--- config.mk ---
export PLATFORM = sky130hd
export DESIGN_NAME = logic_dispatch
export DESIGN_NICKNAME = d
export VERILOG_FILES = /design/src/rtl/logic_dispatch.sv
export SDC_FILE = /design/constraint.sdc
export NUM_CORES = 1
export LEC_CHECK = 0
export CORE_ASPECT_RATIO = 0.7
export CORE_MARGIN = 5
export CORE_UTILIZATION = 26
export CTS_CLUSTER_DIAMETER = 80
export CTS_CLUSTER_SIZE = 20
export DETAILED_ROUTE_END_ITERATION = 10
export HOLD_SLACK_MARGIN = 0.1
export PLACE_DENSITY = 0.51
export SLEW_MARGIN = 10
export SYNTH_ARGS = -nofsm -noshare
export SYNTH_HDL_FRONTEND = slang
export SYNTH_SLANG_ARGS = --single-unit
--- constraint.sdc ---
create_clock -name clk -period 2.5 [get_ports clk]
set_clock_uncertainty 0.2 [all_clocks]
set_input_delay 0.375 -clock clk [delete_from_list [all_inputs] [get_ports clk]]
set_output_delay 0.375 -clock clk [all_outputs]
set_load 0.005 [all_outputs]
--- src/rtl/logic_dispatch.sv ---
// logic_dispatch: issue and writeback front end for a fixed-latency pipelined logic unit.
// Reads operands from an internal register file, drives registered a/b/op to the unit,
// tracks its latency with a tag pipe and writes results back. A pending-write scoreboard
// stalls issue on RAW/WAW hazards against in-flight results.
// Optional build macro: LOGIC_DISPATCH_BYPASS_EN forwards the returning result to issue.
module logic_dispatch #(
  parameter int unsigned LAT  = 3,
  parameter int unsigned NREG = 8,
  localparam int unsigned AW  = $clog2(NREG)
) (
  input  logic          clk,
  input  logic          rst,
  input  logic          in_valid,
  output logic          in_ready,
  input  logic [2:0]    in_op,
  input  logic [AW-1:0] in_rs1,
  input  logic [AW-1:0] in_rs2,
  input  logic [AW-1:0] in_rd,
  input  logic          ld_en,
  input  logic [AW-1:0] ld_addr,
  input  logic [31:0]   ld_data,
  output logic [31:0]   lu_a,
  output logic [31:0]   lu_b,
  output logic [2:0]    lu_op,
  input  logic [31:0]   lu_out,
  output logic          wb_valid,
  output logic [AW-1:0] wb_rd,
  output logic [31:0]   wb_data
);

  logic [NREG-1:0][31:0] rf_q, rf_d;
  logic [NREG-1:0]       pend_q, pend_d;
  logic [LAT:0]          tag_vld_q, tag_vld_d;
  logic [LAT:0][AW-1:0]  tag_rd_q, tag_rd_d;
  logic [31:0]           lu_a_q, lu_a_d;
  logic [31:0]           lu_b_q, lu_b_d;
  logic [2:0]            lu_op_q, lu_op_d;

  logic                  byp_rs1, byp_rs2, byp_rd;
  logic                  hazard;
  logic                  issue;
  logic [31:0]           opnd_a, opnd_b;

  // Last tag stage marks the returning result; masked during reset so nothing escapes.
  assign wb_valid = tag_vld_q[LAT] & ~rst;
  assign wb_rd    = tag_rd_q[LAT];
  assign wb_data  = wb_valid ? lu_out : '0;

  assign lu_a  = lu_a_q;
  assign lu_b  = lu_b_q;
  assign lu_op = lu_op_q;

  // Hazard check against the scoreboard and operand selection.
  always_comb begin
`ifdef LOGIC_DISPATCH_BYPASS_EN
    // A register whose result returns this cycle is resolved and taken from lu_out.
    byp_rs1 = wb_valid && (wb_rd == in_rs1);
    byp_rs2 = wb_valid && (wb_rd == in_rs2);
    byp_rd  = wb_valid && (wb_rd == in_rd);
`else
    byp_rs1 = 1'b0;
    byp_rs2 = 1'b0;
    byp_rd  = 1'b0;
`endif
    hazard = (pend_q[in_rs1] & ~byp_rs1) |
             (pend_q[in_rs2] & ~byp_rs2) |
             (pend_q[in_rd]  & ~byp_rd);
    opnd_a = byp_rs1 ? lu_out : rf_q[in_rs1];
    opnd_b = byp_rs2 ? lu_out : rf_q[in_rs2];
  end

  assign in_ready = ~rst & ~hazard;
  assign issue    = in_valid & in_ready;

  // Next-state for register file, scoreboard, tag pipe and unit operands.
  always_comb begin
    rf_d = rf_q;
    if (ld_en) begin
      rf_d[ld_addr] = ld_data;
    end
    // Writeback is applied after the load so it wins on an address collision.
    if (wb_valid) begin
      rf_d[wb_rd] = lu_out;
    end

    pend_d = pend_q;
    if (wb_valid) begin
      pend_d[wb_rd] = 1'b0;
    end
    // Set after clear: a reissue to the returning register stays pending.
    if (issue) begin
      pend_d[in_rd] = 1'b1;
    end

    tag_vld_d = {tag_vld_q[LAT-1:0], issue};
    tag_rd_d  = {tag_rd_q[LAT-1:0], in_rd};

    lu_a_d  = lu_a_q;
    lu_b_d  = lu_b_q;
    lu_op_d = lu_op_q;
    if (issue) begin
      lu_a_d  = opnd_a;
      lu_b_d  = opnd_b;
      lu_op_d = in_op;
    end
  end

  // State registers with synchronous reset.
  always_ff @(posedge clk) begin
    if (rst) begin
      rf_q      <= '0;
      pend_q    <= '0;
      tag_vld_q <= '0;
      tag_rd_q  <= '0;
      lu_a_q    <= '0;
      lu_b_q    <= '0;
      lu_op_q   <= '0;
    end else begin
      rf_q      <= rf_d;
      pend_q    <= pend_d;
      tag_vld_q <= tag_vld_d;
      tag_rd_q  <= tag_rd_d;
      lu_a_q    <= lu_a_d;
      lu_b_q    <= lu_b_d;
      lu_op_q   <= lu_op_d;
    end
  end

endmodule

==> flow_metrics.tcl, run 1 <==
set metrics [dict create \
    setup.worst_path.class "in2out" \
    crit_buf_inv 2 \
    synth_top_area_frac 0.368 \
    p_total_mw 11.1 \
    hold_ws_ps 186 \
    drt_pass1_iterations 5 \
    placed_cells 2825 \
    critPathTopFamily "buffers and inverters" \
    clock_latency_ps 560 \
    synth_edf_count 0 \
    die_area_sq_um 78100 \
    multi_input_area_sq_um 11000 \
    gp_congestion 0.778 \
    grt_overflow 0 \
    area_growth_pct 23.5 \
    outcome "finished, violations left" \
    holdBufCountCts 0 \
    synth.avg_cell_area_sq_um 10.5 \
    drive_above_1_share 0.211 \
    drv_slew 0 \
    register_area_sq_um 6950 \
    core-area_sq_um 71700 \
    die_y_microns 235 \
    yosysMostFrequentCell "dfxtp_1" \
    synth_nets 1884 \
    min_period_ps 2640 \
    synth_seq_cells 347 \
    fin_crit_sh 1.05 \
    vias 15200 \
    synth_cell_types 34 \
    synth_seq_area_share 0.368 \
    dp_hpwl_microns 42800 \
    ys_async_sr_fraction 0 \
    leakage_nw 9.18 \
    drt-total-wl_microns 67600 \
    hold_end "tag_rd_d[6]$_SDFF_PP0_" \
    crit_path_top_delay_cell "clkdlybuf4s50_1" \
    worstPathMaxFanout 5 \
    synth_largest_area_cell "dfxtp_1" \
    wl_per_cell_microns 23.6 \
    arrival_ps 2060 \
    antennaDiodeCount 0 \
    portBuffers 186 \
    pre_cts_ws_ps -561 \
    setup_viol 1 \
    cp.required_ps 1920 \
    max_clock_freq_mhz 379 \
    cts_max_path_buffers 3 \
    htreeDepth 1 \
    synthFlopType "dfxtp_1" \
    tns_ps -137 \
    cts_made_buffers 23 \
    drtIter0Drc 1318 \
    grt_pass1_wl_microns 102000 \
    synthCells 1801 \
    r2r_start "pend_q[1]$_SDFF_PP0_" \
    viasPerCell 5.31 \
    hp-start "rst" \
    cts_tree "done" \
    ys_top_cells_by_area "dfxtp_1 37%, mux4_2 16%, mux2i_1 14%" \
    yosys_warnings 0 \
    grt_setup_unrepaired "yes" \
    reg2reg_depth 8 \
    yosys-top-cells-count "347 x dfxtp_1, 263 x mux2i_1, 259 x nor2_1, 256 x a211oi_1, 145 x clkbuf_1" \
    cpPeakStageDelay_ps 470 \
    grt_usage 0.166 \
    fp.dieW_microns 332 \
    slew_headroom 0.364 \
    setup_ws_ps -137 \
    clk_pin_slew_ps 80 \
    endpoint_kind "primary output" \
    violations "negative setup slack" \
    root_buffer "clkbuf_16" \
    min_path_cells 3 \
    hp-class "in2reg" \
    worst_slew_pin_slew_ps 955 \
    ant_nets 0 \
    initial_core_util 0.263 \
    drv_cap 0 \
    fp-row-count 82 \
    ir_drop_uv 416 \
    r2r_end "lu_a[17]$_SDFFE_PP0P_" \
    pin_count 187 \
    critPathLaunchType "input pin" \
    fillers 7225 \
    grt_pass1_vias 15100 \
    synthesis.area_sq_um 18900 \
    grt_max_degree 150 \
    final_cells 2865 \
    p_per_area_nw_per_um2 479 \
    hold_viol 0 \
    path_cells "clkdlybuf4s50_1 -> nor2b_1 -> a221oi_1 -> o21a_4 -> nor4bb_4 -> buf_2" \
    nets 1976 \
    cts.sinks 347 \
    antenna_found_initial 5 \
    drc 0 \
    regToRegSetupSlack_ps 100 \
]
through the flow:
stage	utilization	area, sq um
6_report	0.325	23300
3_5_place_dp	0.313	22500
5_1_grt	0.325	23300
3_3_place_gp	0.313	22500
4_1_cts	0.325	23300
2_1_floorplan	-	18900
cell families after synthesis:
logic type	Yosys count	share of synthesized area
flip-flops	347	0.368
AND/OR/NAND/NOR	407	0.102
multiplexers	458	0.334
buffers and inverters	254	0.0563
AO/OA/AOI/OAI	335	0.139
worst register-to-register path: cells and delay by family (launching register included):
family                 cells  cell delay [ps]
AO/OA/AOI/OAI              2              330
buffers and inverters      3              660
flip-flops                 1              380
multiplexers               2              540
AND/OR/NAND/NOR            1              190
sequential cells by signal, summed over array words and instances, names as in the netlist:
| register | count |
|---|---|
| tag_rd_d | 9 |
| tag_vld_q | 4 |
| lu_op | 3 |
| lu_a | 32 |
| rf_q | 256 |
| lu_b | 32 |
| wb_rd | 3 |
| pend_q | 8 |
cell usage in the layout, fill, tap and decap left out, types with 29 or more instances in the layout:
cell             Yosys  layout
dfxtp_1            347     342
mux2i_1            263     262
nor2_1             259     259
a211oi_1           256     256
clkdlybuf4s50_1      0     146
mux4_2             131     131
buf_4                0      79
and3_1              68      68
mux2_2              64      64
a31o_1              64      64
buf_12               0      50
and2_1              32      29
power breakdown:
part / internal [mW] / switching, mW / leakage [nW]
registers: 5.65 / 0.0897 / 2.81
clock network: 1.81 / 2.13 / 0.330
logic: 0.679 / 0.793 / 6.04
area by class of cell:
cell class | count | share of cell area
timing repair buffer | 318 | 0.149
multi-input combinational | 1200 | 0.471
inverter | 3 | 0.000591
clock buffer | 23 | 0.0247
clock inverter | 8 | 0.00414
sequential | 347 | 0.299
tap | 966 | 0.0519
worst max-delay path by stage:
stage	from	end	slack [ps]	cells after the start
after global placement	in_rd[1]	in_ready	-620	7
after detailed placement	in_rd[1]	in_ready	-560	7
after floorplan	in_rs1[1]	lu_a[31]$_SDFFE_PP0P_	160	7
after global routing	pend_q[0]$_SDFF_PP0_	in_ready	-250	6
after CTS	in_rd[1]	in_ready	-200	6
final	in_rd[1]	in_ready	-140	6
metal layers:
metal	up-vias	global-route usage	share of wire
met1	7688	0.256	0.49
met2	519	0.248	0.43
met3	73	0.0267	0.061
met4	4	0.0253	0.016
met5	-	0	0.00038
li1	6929	-	-
timing repair:
action / in CTS / in global routing
setup endpoints to repair: 24 / 74
hold endpoints to repair: 0 / 0
pin swaps: 1 / 0
gates resized for setup: 59 / 5
gates cloned: 1 / 0
setup buffers: 9 / 1
Note: power is estimated with default switching activity, not from simulation.
==> run 2, diff against run 1 <==
CORE_UTILIZATION = 58   (was 26)
PLACE_DENSITY = 0.79   (was 0.51)
==> run 2 against run 1 <==
Against the previous run:
- the flow still finishes with violations (negative setup slack)
- die area down 54%
- worst hold slack got worse by 39 ps
- sequential share of layout area increased by 1.7 points
- highest routed layer unchanged
- routed wire length decreased by 16%
- combinational power is 5% lower
- flip-flop and latch count unchanged
- via count increased by 1.7%
- core utilization up 36 points
- final area is 5.3% lower
==> flow_metrics.tcl, run 2 (same netlist as run 1, synthesis figures left out) <==
set metrics [dict create \
    outcome "finished, violations left" \
    violations "negative setup slack" \
    root_buffer "clkbuf_16" \
    hold_viol 0 \
    drive_above_1_share 0.192 \
    hp-start "rst" \
    vias 15500 \
    postLayoutCoreUtil 0.685 \
    fin_crit_sh 1.05 \
    drc 0 \
    cpPeakStageDelay_ps 490 \
    grt_pass1_vias 15400 \
    cts.sinks 347 \
    cts_tree "done" \
    nets 1949 \
    hp-class "in2reg" \
    comb_power_share 0.133 \
    grt_overflow 0 \
    drv_slew 0 \
    setup_viol 1 \
    setup_ws_ps -115 \
    setup.worst_path.class "reg2out" \
    hold_end "tag_rd_d[5]$_SDFF_PP0_" \
    placed_area_sq_um 21400 \
    p_int_mw 7.82 \
    viasPerCell 6.75 \
    p_total_mw 10.5 \
    final_cell_mix "343 x dfxtp_1, 261 x mux2i_1, 259 x nor2_1" \
    top_layer "met5" \
    drt-met1-wl_microns 23900 \
    power_frac_seq 0.544 \
    drt-total-wl_microns 57000 \
    sw_frac_of_total 0.259 \
    pin_count 187 \
    grt_setup_unrepaired "yes" \
    crit_buf_inv 1 \
    final_cells 2293 \
    antenna_found_initial 2 \
    ant_nets 0 \
    met2_length_microns 25900 \
    area_growth_pct 17.0 \
    pre_cts_ws_ps -599 \
    ir_drop_uv 391 \
    crit_path_top_delay_cell "mux4_2" \
    final_common_cell "dfxtp_1" \
    cp.required_ps 1920 \
    regMostFlops "rf_q" \
    fillers 2395 \
    met3WireLength_microns 5570 \
    wl_per_cell_microns 24.8 \
    grt_pass1_wl_microns 88100 \
    die_area_sq_um 36300 \
    reg2reg_depth 6 \
    cts_max_path_buffers 3 \
    critPathTopFamily "multiplexers" \
    r2r_start "pend_q[7]$_SDFF_PP0_" \
    arrival_ps 2040 \
    placed_cells 2266 \
    endpoint_kind "primary output" \
    worst_slew_pin_slew_ps 1240 \
    gp_congestion 0.849 \
    htreeDepth 1 \
    largest_register_ffs 256 \
    regToRegSetupSlack_ps 90 \
    drt_pass1_iterations 6 \
    clk_pin_slew_ps 90 \
    min_period_ps 2620 \
    die_y_microns 161 \
    core-area_sq_um 32200 \
    drv_cap 0 \
    initial_core_util 0.585 \
    p_sw_mw 2.73 \
    portBuffers 186 \
    worstPathMaxFanout 2 \
    clock_latency_ps 540 \
    critPathLaunchType "flop" \
    r2r_end "lu_a[22]$_SDFFE_PP0P_" \
    fp.dieW_microns 225 \
    max_clock_freq_mhz 382 \
    finalInstanceArea_sq_um 22100 \
    p_clk_frac 0.323 \
    grt_max_degree 244 \
    p_per_area_nw_per_um2 478 \
    dp_hpwl_microns 34000 \
    grt_usage 0.303 \
    path_cells "mux4_2 -> mux2i_4 -> nor4bb_4 -> buf_2" \
    leakage_nw 8.90 \
    slew_headroom 0.174 \
    fp-row-count 55 \
    min_path_cells 3 \
    drtIter0Drc 1756 \
    cts_made_buffers 21 \
]
run 2: final cells by class:
| class | count | area, sq um | share of cell area |
|---|---|---|---|
| multi-input combinational | 1200 | 11000 | 0.497 |
| sequential | 347 | 6950 | 0.315 |
| tap | 427 | 534 | 0.0242 |
| clock buffer | 21 | 526 | 0.0238 |
| inverter | 3 | 11.3 | 0.000511 |
| clock inverter | 1 | 16.3 | 0.000738 |
| antenna | 1 | 2.50 | 0.000113 |
| timing repair buffer | 293 | 3060 | 0.139 |
run 2: per-stage QoR:
step	TNS, ps	hold slack (ps)
after CTS	-829	137
after global routing	-174	152
after global placement	-35240	217
final	-115	147
after detailed placement	-43050	224
after floorplan	0	214
run 2: repair_timing:
| item | 4_1_cts | 5_1_grt |
|---|---|---|
| endpoints found under the setup margin | 79 | 74 |
| gates cloned | 1 | 0 |
| hold buffers | 1 | 0 |
| gates resized for setup | 48 | 4 |
| buffers inserted | 2 | 1 |
| pin swaps | 1 | 1 |
| hold endpoints to repair | 8 | 0 |
run 2: how the worst max path moves through the flow:
stage,startpoint,to,cells after the start
2_1_floorplan,in_rs1[1],lu_a[31]$_SDFFE_PP0P_,7
3_3_place_gp,in_rd[1],in_ready,7
3_5_place_dp,in_rd[1],lu_a[4]$_SDFFE_PP0P_,8
4_1_cts,pend_q[3]$_SDFF_PP0_,in_ready,6
5_1_grt,pend_q[7]$_SDFF_PP0_,in_ready,4
6_report,pend_q[7]$_SDFF_PP0_,in_ready,4
run 2: per-layer routing:
| metal | global-route usage | vias up |
|---|---|---|
| met4 | 0.0935 | 2 |
| met2 | 0.472 | 820 |
| li1 | - | 6855 |
| met5 | 0 | - |
| met3 | 0.0650 | 121 |
| met1 | 0.426 | 7680 |
run 2: power by group through the flow:
stage               Clock, mW  Combinational (mW)  Sequential [mW]
floorplan                   0               0.857             5.84
global placement            0                1.34             5.85
detailed placement          0                1.37             5.86
CTS                      3.43                1.38             5.73
global route             3.62                1.48             5.75
finish                   3.40                1.40             5.74
run 2: tightest hold or removal path: cells and delay by family:
| kind | cells | cell delay [ps] |
|---|---|---|
| AND/OR/NAND/NOR | 1 | 110 |
| buffers and inverters | 2 | 360 |
